==> config.mk <==
export PLATFORM = sky130hd
export DESIGN_NAME = arc4_core
export DESIGN_NICKNAME = d
export VERILOG_FILES = /design/src/rtl/arc4_core.sv
export SDC_FILE = /design/constraint.sdc
export NUM_CORES = 2
export LEC_CHECK = 0
export ABC_AREA = 1
export CAP_MARGIN = 20
export CORE_MARGIN = 2
export CORE_UTILIZATION = 40
export CTS_CLUSTER_SIZE = 14
export DETAILED_ROUTE_END_ITERATION = 10
export PLACE_DENSITY_LB_ADDON = 0.2
export SYNTH_ARGS = -nofsm -noshare
export SYNTH_HDL_FRONTEND = slang
export SYNTH_SLANG_ARGS = --single-unit
==> constraint.sdc <==
create_clock -name clk -period 11.8 [get_ports clk]
set_clock_uncertainty 0.15 [all_clocks]
set_input_delay 1.18 -clock clk [delete_from_list [all_inputs] [get_ports clk]]
set_output_delay 1.18 -clock clk [all_outputs]
set_load 0.01 [all_outputs]
==> src/rtl/arc4_core.sv <==
// ----------------------------------------------------------------------------
// arc4_core -- parametrised ARC4 (RC4 / RC4-drop[N]) decryption engine.
//
// Owns a 256x8 S-box (s_mem, single port, 1-cycle synchronous read). A run
// initialises S, performs the key schedule, optionally discards DROP_N
// keystream bytes, and decrypts a length-prefixed ciphertext into plaintext
// memory.
//
// Parameters
//   KEY_BYTES  key length in bytes (1..16); key byte 0 is the most significant
//   DROP_N     keystream bytes discarded after the key schedule (0..1023)
//
// Ports
//   clk        system clock, rising edge
//   rst_n      asynchronous active-low reset
//   en         start request, sampled only while rdy=1
//   rdy        idle and able to accept en
//   key        key, latched on an accepted en
//   ct_addr    ciphertext memory address (data returns one cycle later)
//   ct_rddata  ciphertext read data
//   pt_addr    plaintext write address
//   pt_rddata  plaintext read data (unused, kept for port compatibility)
//   pt_wrdata  plaintext write data
//   pt_wren    plaintext write strobe, one cycle per byte
//
// Handshake: a run starts on any rising clock edge where en && rdy. rdy drops
// the following cycle and stays low until the final plaintext byte has been
// written; it returns high in the cycle after that write, and en may already
// be high in that cycle for a back-to-back run. en while rdy=0 is ignored.
// ----------------------------------------------------------------------------

// 256x8 single-port S-box storage. q reflects mem[addr] from the previous
// cycle; a write and a read to the same address return the old contents.
module s_mem (
    input  logic       clk,
    input  logic [7:0] addr,
    input  logic [7:0] data,
    input  logic       wren,
    output logic [7:0] q
);
    logic [7:0] mem [256];

    always_ff @(posedge clk) begin
        if (wren) begin
            mem[addr] <= data;
        end
        q <= mem[addr];
    end
endmodule

module arc4_core #(
    parameter int KEY_BYTES = 3,
    parameter int DROP_N    = 0
) (
    input  logic                   clk,
    input  logic                   rst_n,
    input  logic                   en,
    output logic                   rdy,
    input  logic [8*KEY_BYTES-1:0] key,
    output logic [7:0]             ct_addr,
    input  logic [7:0]             ct_rddata,
    output logic [7:0]             pt_addr,
    input  logic [7:0]             pt_rddata,
    output logic [7:0]             pt_wrdata,
    output logic                   pt_wren
);

    typedef enum logic [3:0] {
        IDLE,
        INIT,
        KSA_RD_I,
        KSA_RD_J,
        KSA_WR_I,
        KSA_WR_J,
        DROP,
        LEN_RD,
        LEN_WR,
        PRGA_RD_I,
        PRGA_RD_J,
        PRGA_WR_I,
        PRGA_WR_J,
        PRGA_RD_K,
        PRGA_XOR
    } state_t;

    state_t state;

    logic [8*KEY_BYTES-1:0] key_q;
    logic [7:0]             i;
    logic [7:0]             j;
    logic [7:0]             si;        // S[i] as read before the swap
    logic [7:0]             sj;        // S[j] as read before the swap
    logic [7:0]             k;         // message byte index, 1..L
    logic [7:0]             len;       // message length from ct[0]
    logic [3:0]             key_idx;   // i mod KEY_BYTES as a wrapping counter
    logic [9:0]             drop_cnt;
    logic                   dropping;  // PRGA steps belong to the drop phase

    logic [7:0] s_addr;
    logic [7:0] s_data;
    logic       s_wren;
    logic [7:0] s_q;

    logic [7:0] key_byte;
    logic [7:0] j_next;

    logic [7:0] unused_pt;
    assign unused_pt = pt_rddata;

    s_mem u_s_mem (
        .clk  (clk),
        .addr (s_addr),
        .data (s_data),
        .wren (s_wren),
        .q    (s_q)
    );

    // Key byte 0 sits in the top byte of the key vector.
    always_comb begin
        key_byte = 8'(key_q >> (8 * (KEY_BYTES - 1 - int'(key_idx))));
    end

    // j update: the key byte only contributes during the key schedule.
    always_comb begin
        j_next = j + s_q;
        if (state == KSA_RD_J) begin
            j_next = j_next + key_byte;
        end
    end

    // S-box port steering. Read states present an address and the next state
    // consumes s_q. The swap writes S[i] first and S[j] second, so i == j
    // writes the same old value twice and leaves S unchanged.
    always_comb begin
        s_addr = 8'h00;
        s_data = 8'h00;
        s_wren = 1'b0;
        case (state)
            INIT: begin
                s_addr = i;
                s_data = i;
                s_wren = 1'b1;
            end
            KSA_RD_I, PRGA_RD_I: begin
                s_addr = i;
            end
            KSA_RD_J, PRGA_RD_J: begin
                s_addr = j_next;
            end
            KSA_WR_I, PRGA_WR_I: begin
                s_addr = i;
                s_data = s_q;
                s_wren = 1'b1;
            end
            KSA_WR_J, PRGA_WR_J: begin
                s_addr = j;
                s_data = si;
                s_wren = 1'b1;
            end
            PRGA_RD_K: begin
                s_addr = si + sj;
            end
            default: begin
                s_addr = 8'h00;
            end
        endcase
    end

    // The pad byte only exists in s_q during PRGA_XOR, so the XOR is formed
    // there; in every other state the output shows the registered length,
    // which is what LEN_WR writes and is zero out of reset.
    always_comb begin
        if (state == PRGA_XOR) begin
            pt_wrdata = ct_rddata ^ s_q;
        end else begin
            pt_wrdata = len;
        end
    end

    always_ff @(posedge clk or negedge rst_n) begin
        if (!rst_n) begin
            state    <= IDLE;
            rdy      <= 1'b1;
            pt_wren  <= 1'b0;
            pt_addr  <= 8'h00;
            ct_addr  <= 8'h00;
            key_q    <= '0;
            i        <= 8'h00;
            j        <= 8'h00;
            si       <= 8'h00;
            sj       <= 8'h00;
            k        <= 8'h00;
            len      <= 8'h00;
            key_idx  <= 4'h0;
            drop_cnt <= 10'd0;
            dropping <= 1'b0;
        end else begin
            pt_wren <= 1'b0;
            case (state)
                IDLE: begin
                    if (en) begin
                        key_q    <= key;
                        rdy      <= 1'b0;
                        i        <= 8'h00;
                        ct_addr  <= 8'h00;   // held at 0 until LEN_RD reads ct[0]
                        drop_cnt <= 10'd0;
                        dropping <= 1'b0;
                        state    <= INIT;
                    end
                end

                INIT: begin
                    i <= i + 8'd1;           // wraps to 0 for the key schedule
                    if (i == 8'd255) begin
                        j       <= 8'h00;
                        key_idx <= 4'h0;
                        state   <= KSA_RD_I;
                    end
                end

                KSA_RD_I: state <= KSA_RD_J;

                KSA_RD_J: begin
                    si    <= s_q;
                    j     <= j_next;
                    state <= KSA_WR_I;
                end

                KSA_WR_I: begin
                    sj    <= s_q;
                    state <= KSA_WR_J;
                end

                KSA_WR_J: begin
                    if (i == 8'd255) begin
                        i <= 8'h00;
                        j <= 8'h00;
                        state <= (DROP_N == 0) ? LEN_RD : DROP;
                    end else begin
                        i <= i + 8'd1;
                        if (key_idx == 4'(KEY_BYTES - 1)) begin
                            key_idx <= 4'h0;
                        end else begin
                            key_idx <= key_idx + 4'd1;
                        end
                        state <= KSA_RD_I;
                    end
                end

                DROP: begin
                    if (drop_cnt == 10'(DROP_N)) begin
                        dropping <= 1'b0;
                        state    <= LEN_RD;
                    end else begin
                        drop_cnt <= drop_cnt + 10'd1;
                        dropping <= 1'b1;
                        i        <= i + 8'd1;
                        state    <= PRGA_RD_I;
                    end
                end

                // ct_addr has been 0 since the run started, so ct[0] is
                // already on ct_rddata here.
                LEN_RD: begin
                    len     <= ct_rddata;
                    pt_addr <= 8'h00;
                    pt_wren <= 1'b1;
                    state   <= LEN_WR;
                end

                LEN_WR: begin
                    if (len == 8'h00) begin
                        rdy   <= 1'b1;
                        state <= IDLE;
                    end else begin
                        i       <= i + 8'd1;
                        k       <= 8'd1;
                        ct_addr <= 8'd1;
                        state   <= PRGA_RD_I;
                    end
                end

                PRGA_RD_I: state <= PRGA_RD_J;

                PRGA_RD_J: begin
                    si    <= s_q;
                    j     <= j_next;
                    state <= PRGA_WR_I;
                end

                PRGA_WR_I: begin
                    sj    <= s_q;
                    state <= PRGA_WR_J;
                end

                PRGA_WR_J: begin
                    state <= dropping ? DROP : PRGA_RD_K;
                end

                PRGA_RD_K: begin
                    pt_addr <= k;
                    pt_wren <= 1'b1;
                    state   <= PRGA_XOR;
                end

                // k stops at L (at most 255), so the address never overflows.
                PRGA_XOR: begin
                    if (k == len) begin
                        rdy   <= 1'b1;
                        state <= IDLE;
                    end else begin
                        i       <= i + 8'd1;
                        k       <= k + 8'd1;
                        ct_addr <= k + 8'd1;
                        state   <= PRGA_RD_I;
                    end
                end

                default: begin
                    rdy   <= 1'b1;
                    state <= IDLE;
                end
            endcase
        end
    end

endmodule

==> results.toml <==
[pwr]
power_leakage_nw = 42.35
ir_worst_vdd_uv = 430.9
pwr_density_cell_mw_per_mm2 = 274.0

[critical_path]
timing.critical_path.mode_cell = "sky130_fd_sc_hd__nand2_1"
cp.arrival_ps = 8700
r2r_slack_ps = 3770
critPathLaunchType = "register"
worst_setup_path_endpoint = "u_s_mem.q[4]"
critical_path.max_stage_delay_ps = 840
timing.rr.end = "u_s_mem.q[4]"
path_max_fanout = 56
rr_startpoint = "key_idx[0]"
cp-startpoint = "key_idx[0]"
rr_worst_depth = 24
end_kind = "register"
required_ps = 12470
path_class = "register to register"
crit_path_cell_trace = "inv_1 > ha_1 > inv_1 > nor2_1 > nand2_1 > a21oi_1 > ha_1 > a21oi_1 > nand3b_1 > nand3_1 > nand2_1 > nor2_1 > inv_2 > nor2_4 > buf_4 > buf_4 > nand2_1 > nand2_1 > o21ai_0 > nand2_1 > nor2_1 > nor2_1 > nor2_1 > nand2_1"
crit_slowest_cell = "sky130_fd_sc_hd__buf_4"

[sta]
fmaxAchievable_mhz = 124.5
grt_setup_unrepaired = "no"
final-setup-viol-count = 0
finalMaxSlewViolations = 0
final.hold.worst_slack_ps = 143.1
setup-tns-final_ps = 0
fin_crit_sh_pct = 68.05
final.setup.worst_slack_ps = 3770
layout_min_cycle_time_ps = 8030
slew-limit-headroom_pct = 22.19
tightestPinTransition_ps = 1167
finalHoldViolations = 0

[global_route]
grt_usage_pct = 22.45
use_met2_pct = 35.74
grt_max_degree = 187
grt.busiest_layer = "met2"
global_route_total_overflow = 0
grt_pass1_wl_microns = 401800
gr-usage-met1_pct = 31.67
use_met3_pct = 3.151
first_global_vias = 61550
number_of_antenna_violations_at_the_first_check_in_global_routing = 7

[cts]
post_cts_buffers = 0
htreeDepth = 4
post_cts_clock_slew_at_the_launch_and_capture_registers_of_the_worst_setup_and_hold_paths_ps = 60
root_buffer = "sky130_fd_sc_hd__clkbuf_16"
cts_num_sinks = 2165
insertion_delay_ps = 890
cts_hold_buffers = 0
cts_buffer_depth = 3
post_cts_resize_count = 0
numCtsBuffers = 223
tritoncts = "built"

[placement]
gp_congestion = 0.8687
post-dp-hpwl_microns = 149700
buffer_ports.inserted = 60
preCtsSetupSlack_ps = 3961

[drt]
wire_per_inst_microns = 21.63
drt_pass1_iterations = 7
antenna_left = 0
drc = 0
drt_first_iter_violations = 6486
route.detailed.vias_per_inst = 5.162
vias = 64363
wl_microns = 269700

[cells_and_area]
final_nets = 9310
post-route-util_pct = 44.67
final-seq-area_sq_mm = 0.06439
flow.area_growth_from_synthesis_pct = 11.15
multi_input_area_sq_mm = 0.02654
n_fill_cell = 21896
drive_gt1_share_pct = 5.084

[die]
initial_core_util_pct = 40.19
core_region_area_sq_mm = 0.2325
floorplan.rows = 177
die_area_sq_mm = 0.2375
chipWidth_microns = 487.4
ios = 69
die_height_microns = 487.4

[synthesis]
synth.area.top_cells = "sky130_fd_sc_hd__edfxtp_1, sky130_fd_sc_hd__nand2_1, sky130_fd_sc_hd__dfrtp_1"
synth_top_area_share_pct = 65.80
yosys.cell_types.count = 53
synth_largest_area_cell = "sky130_fd_sc_hd__edfxtp_1"
synth_seq_cells = 2165
synth_edf_count = 2048
synthesis.nets = 9425
postSynth.asyncResetShare_pct = 5.035
netlist_area_sq_mm = 0.09346
synth_sequential_area_ratio_pct = 68.89
post_synth_inst_count = 9350
synthesis.area_per_instance_sq_um = 9.996
synth_top_flop_cell = "sky130_fd_sc_hd__edfxtp_1"
count_of_warnings_emitted_by_yosys = 0

[run_status]
outcome = "finished, final reports clean"

[job]
cap_viol_max_count = 0

[worst_hold_path]
min-delay-path-class = "input port to asynchronous set/reset pin"
[cell type report]
type                    count  share of cell area, %
well taps                3043                  3.665
inverters                 141                 0.5239
clock buffers             276                  5.604
diodes                      4               0.009635
repair buffers            165                  1.551
clock inverters           136                  1.119
multi-input cells        6539                  25.55
flip-flops and latches   2165                  61.98
[kinds of logic (layout without fill, tap and decap cells)]
family	count (synthesis)	after routing	synth area share, %
and+or+nand+nor	6204	6204	25.89
DFF	2165	2165	68.89
buffers and inverters	646	718	2.973
AOI/OAI and AO/OA	284	284	1.612
adders and majority gates	32	32	0.4525
xor gates and xnor gates	19	19	0.1781
other	0	4	0
[cell usage after synthesis, types with 3 or more instances]
| library cell | count |
|---|---|
| sky130_fd_sc_hd__nand4_1 | 18 |
| sky130_fd_sc_hd__o21ai_0 | 190 |
| sky130_fd_sc_hd__dfrtp_1 | 108 |
| sky130_fd_sc_hd__o211ai_1 | 4 |
| sky130_fd_sc_hd__xnor2_1 | 4 |
| sky130_fd_sc_hd__nor2_1 | 444 |
| sky130_fd_sc_hd__clkbuf_1 | 172 |
| sky130_fd_sc_hd__nand3_1 | 537 |
| sky130_fd_sc_hd__o22ai_1 | 5 |
| sky130_fd_sc_hd__nor2_2 | 6 |
| sky130_fd_sc_hd__nor4_1 | 5 |
| sky130_fd_sc_hd__inv_2 | 18 |
| sky130_fd_sc_hd__xor2_1 | 15 |
| sky130_fd_sc_hd__nor3b_1 | 4 |
| sky130_fd_sc_hd__o221ai_1 | 8 |
| sky130_fd_sc_hd__ha_1 | 29 |
| sky130_fd_sc_hd__nand3b_1 | 4 |
| sky130_fd_sc_hd__nand2_1 | 5142 |
| sky130_fd_sc_hd__dfxtp_1 | 8 |
| sky130_fd_sc_hd__buf_4 | 3 |
| sky130_fd_sc_hd__nor3_2 | 3 |
| sky130_fd_sc_hd__o21ai_1 | 9 |
| sky130_fd_sc_hd__nor3_1 | 21 |
| sky130_fd_sc_hd__buf_1 | 66 |
| sky130_fd_sc_hd__fa_1 | 3 |
| sky130_fd_sc_hd__nand2_2 | 8 |
| sky130_fd_sc_hd__inv_1 | 122 |
| sky130_fd_sc_hd__edfxtp_1 | 2048 |
| sky130_fd_sc_hd__buf_2 | 262 |
| sky130_fd_sc_hd__a21oi_1 | 54 |
[placed cells by master, fill, tap and decap left out, types with 9 or more instances in the layout]
master                            instances
sky130_fd_sc_hd__nand2_1               5128
sky130_fd_sc_hd__edfxtp_1              2048
sky130_fd_sc_hd__nand3_1                536
sky130_fd_sc_hd__nor2_1                 440
sky130_fd_sc_hd__clkbuf_16              225
sky130_fd_sc_hd__o21ai_0                190
sky130_fd_sc_hd__inv_1                  122
sky130_fd_sc_hd__dfrtp_1                108
sky130_fd_sc_hd__buf_4                   87
sky130_fd_sc_hd__clkinv_1                61
sky130_fd_sc_hd__clkdlybuf4s50_1         59
sky130_fd_sc_hd__a21oi_1                 54
sky130_fd_sc_hd__clkbuf_1                51
sky130_fd_sc_hd__clkinv_2                42
sky130_fd_sc_hd__ha_1                    29
sky130_fd_sc_hd__nor3_1                  21
sky130_fd_sc_hd__nand2_2                 19
sky130_fd_sc_hd__nand4_1                 18
sky130_fd_sc_hd__buf_12                  18
sky130_fd_sc_hd__inv_2                   16
sky130_fd_sc_hd__xor2_1                  15
sky130_fd_sc_hd__bufinv_16               14
sky130_fd_sc_hd__o21ai_1                  9
[worst max-delay path, delay by kind of cell (launching register included)]
kind                     cells  cell delay, ps
flip-flops                   1             660
AND/OR/NAND/NOR             14            3160
adder cells (fa/ha/maj)      2             840
buffers and inverters        5            2170
AO/OA/AOI/OAI                3             850
[layer usage]
metal	part of all wire (%)	wire length, microns
met2	46	123700
met5	0	0
met3	6.8	18280
met4	3.4	9065
met1	44	118700
[power by group]
part           leakage, nW  internal (mW)  switching (mW)
combinational         18.6           3.00            9.30
clock                 3.40           3.80            3.01
sequential            20.4           9.19           0.166
[flip-flops by register name, indices dropped and copies added (netlist names)]
name and count:
state 4, k 8, pt_addr 8, u_s_mem.q 8
rdy 1, pt_wren 1, u_s_mem.mem 2048, key_q 24
drop_cnt 10, sj 8, si 8, j 8
key_idx 4, i 8, dropping 1, ct_addr 8
len 8
[per-stage QoR]
step	total power, mW	cell area, sq um	cells
after detailed placement	21.74	96840	12050
after global placement	21.71	96830	12049
final	28.47	103900	12469
after global routing	30.18	103900	12465
after floorplan	17.66	93460	9350
after CTS	28.55	103800	12462
[how the worst min path moves through the flow]
stage / slack [ps] / start / end
after floorplan: 290 / key_q[10] / key_q[10]
after global placement: 310 / key_q[14] / key_q[14]
after detailed placement: 310 / key_q[13] / key_q[13]
after CTS: 120 / rst_n / key_q[6]
after global routing: 160 / rst_n / key_q[6]
final: 140 / rst_n / key_q[6]
Note: power is estimated with default switching activity, not from simulation.
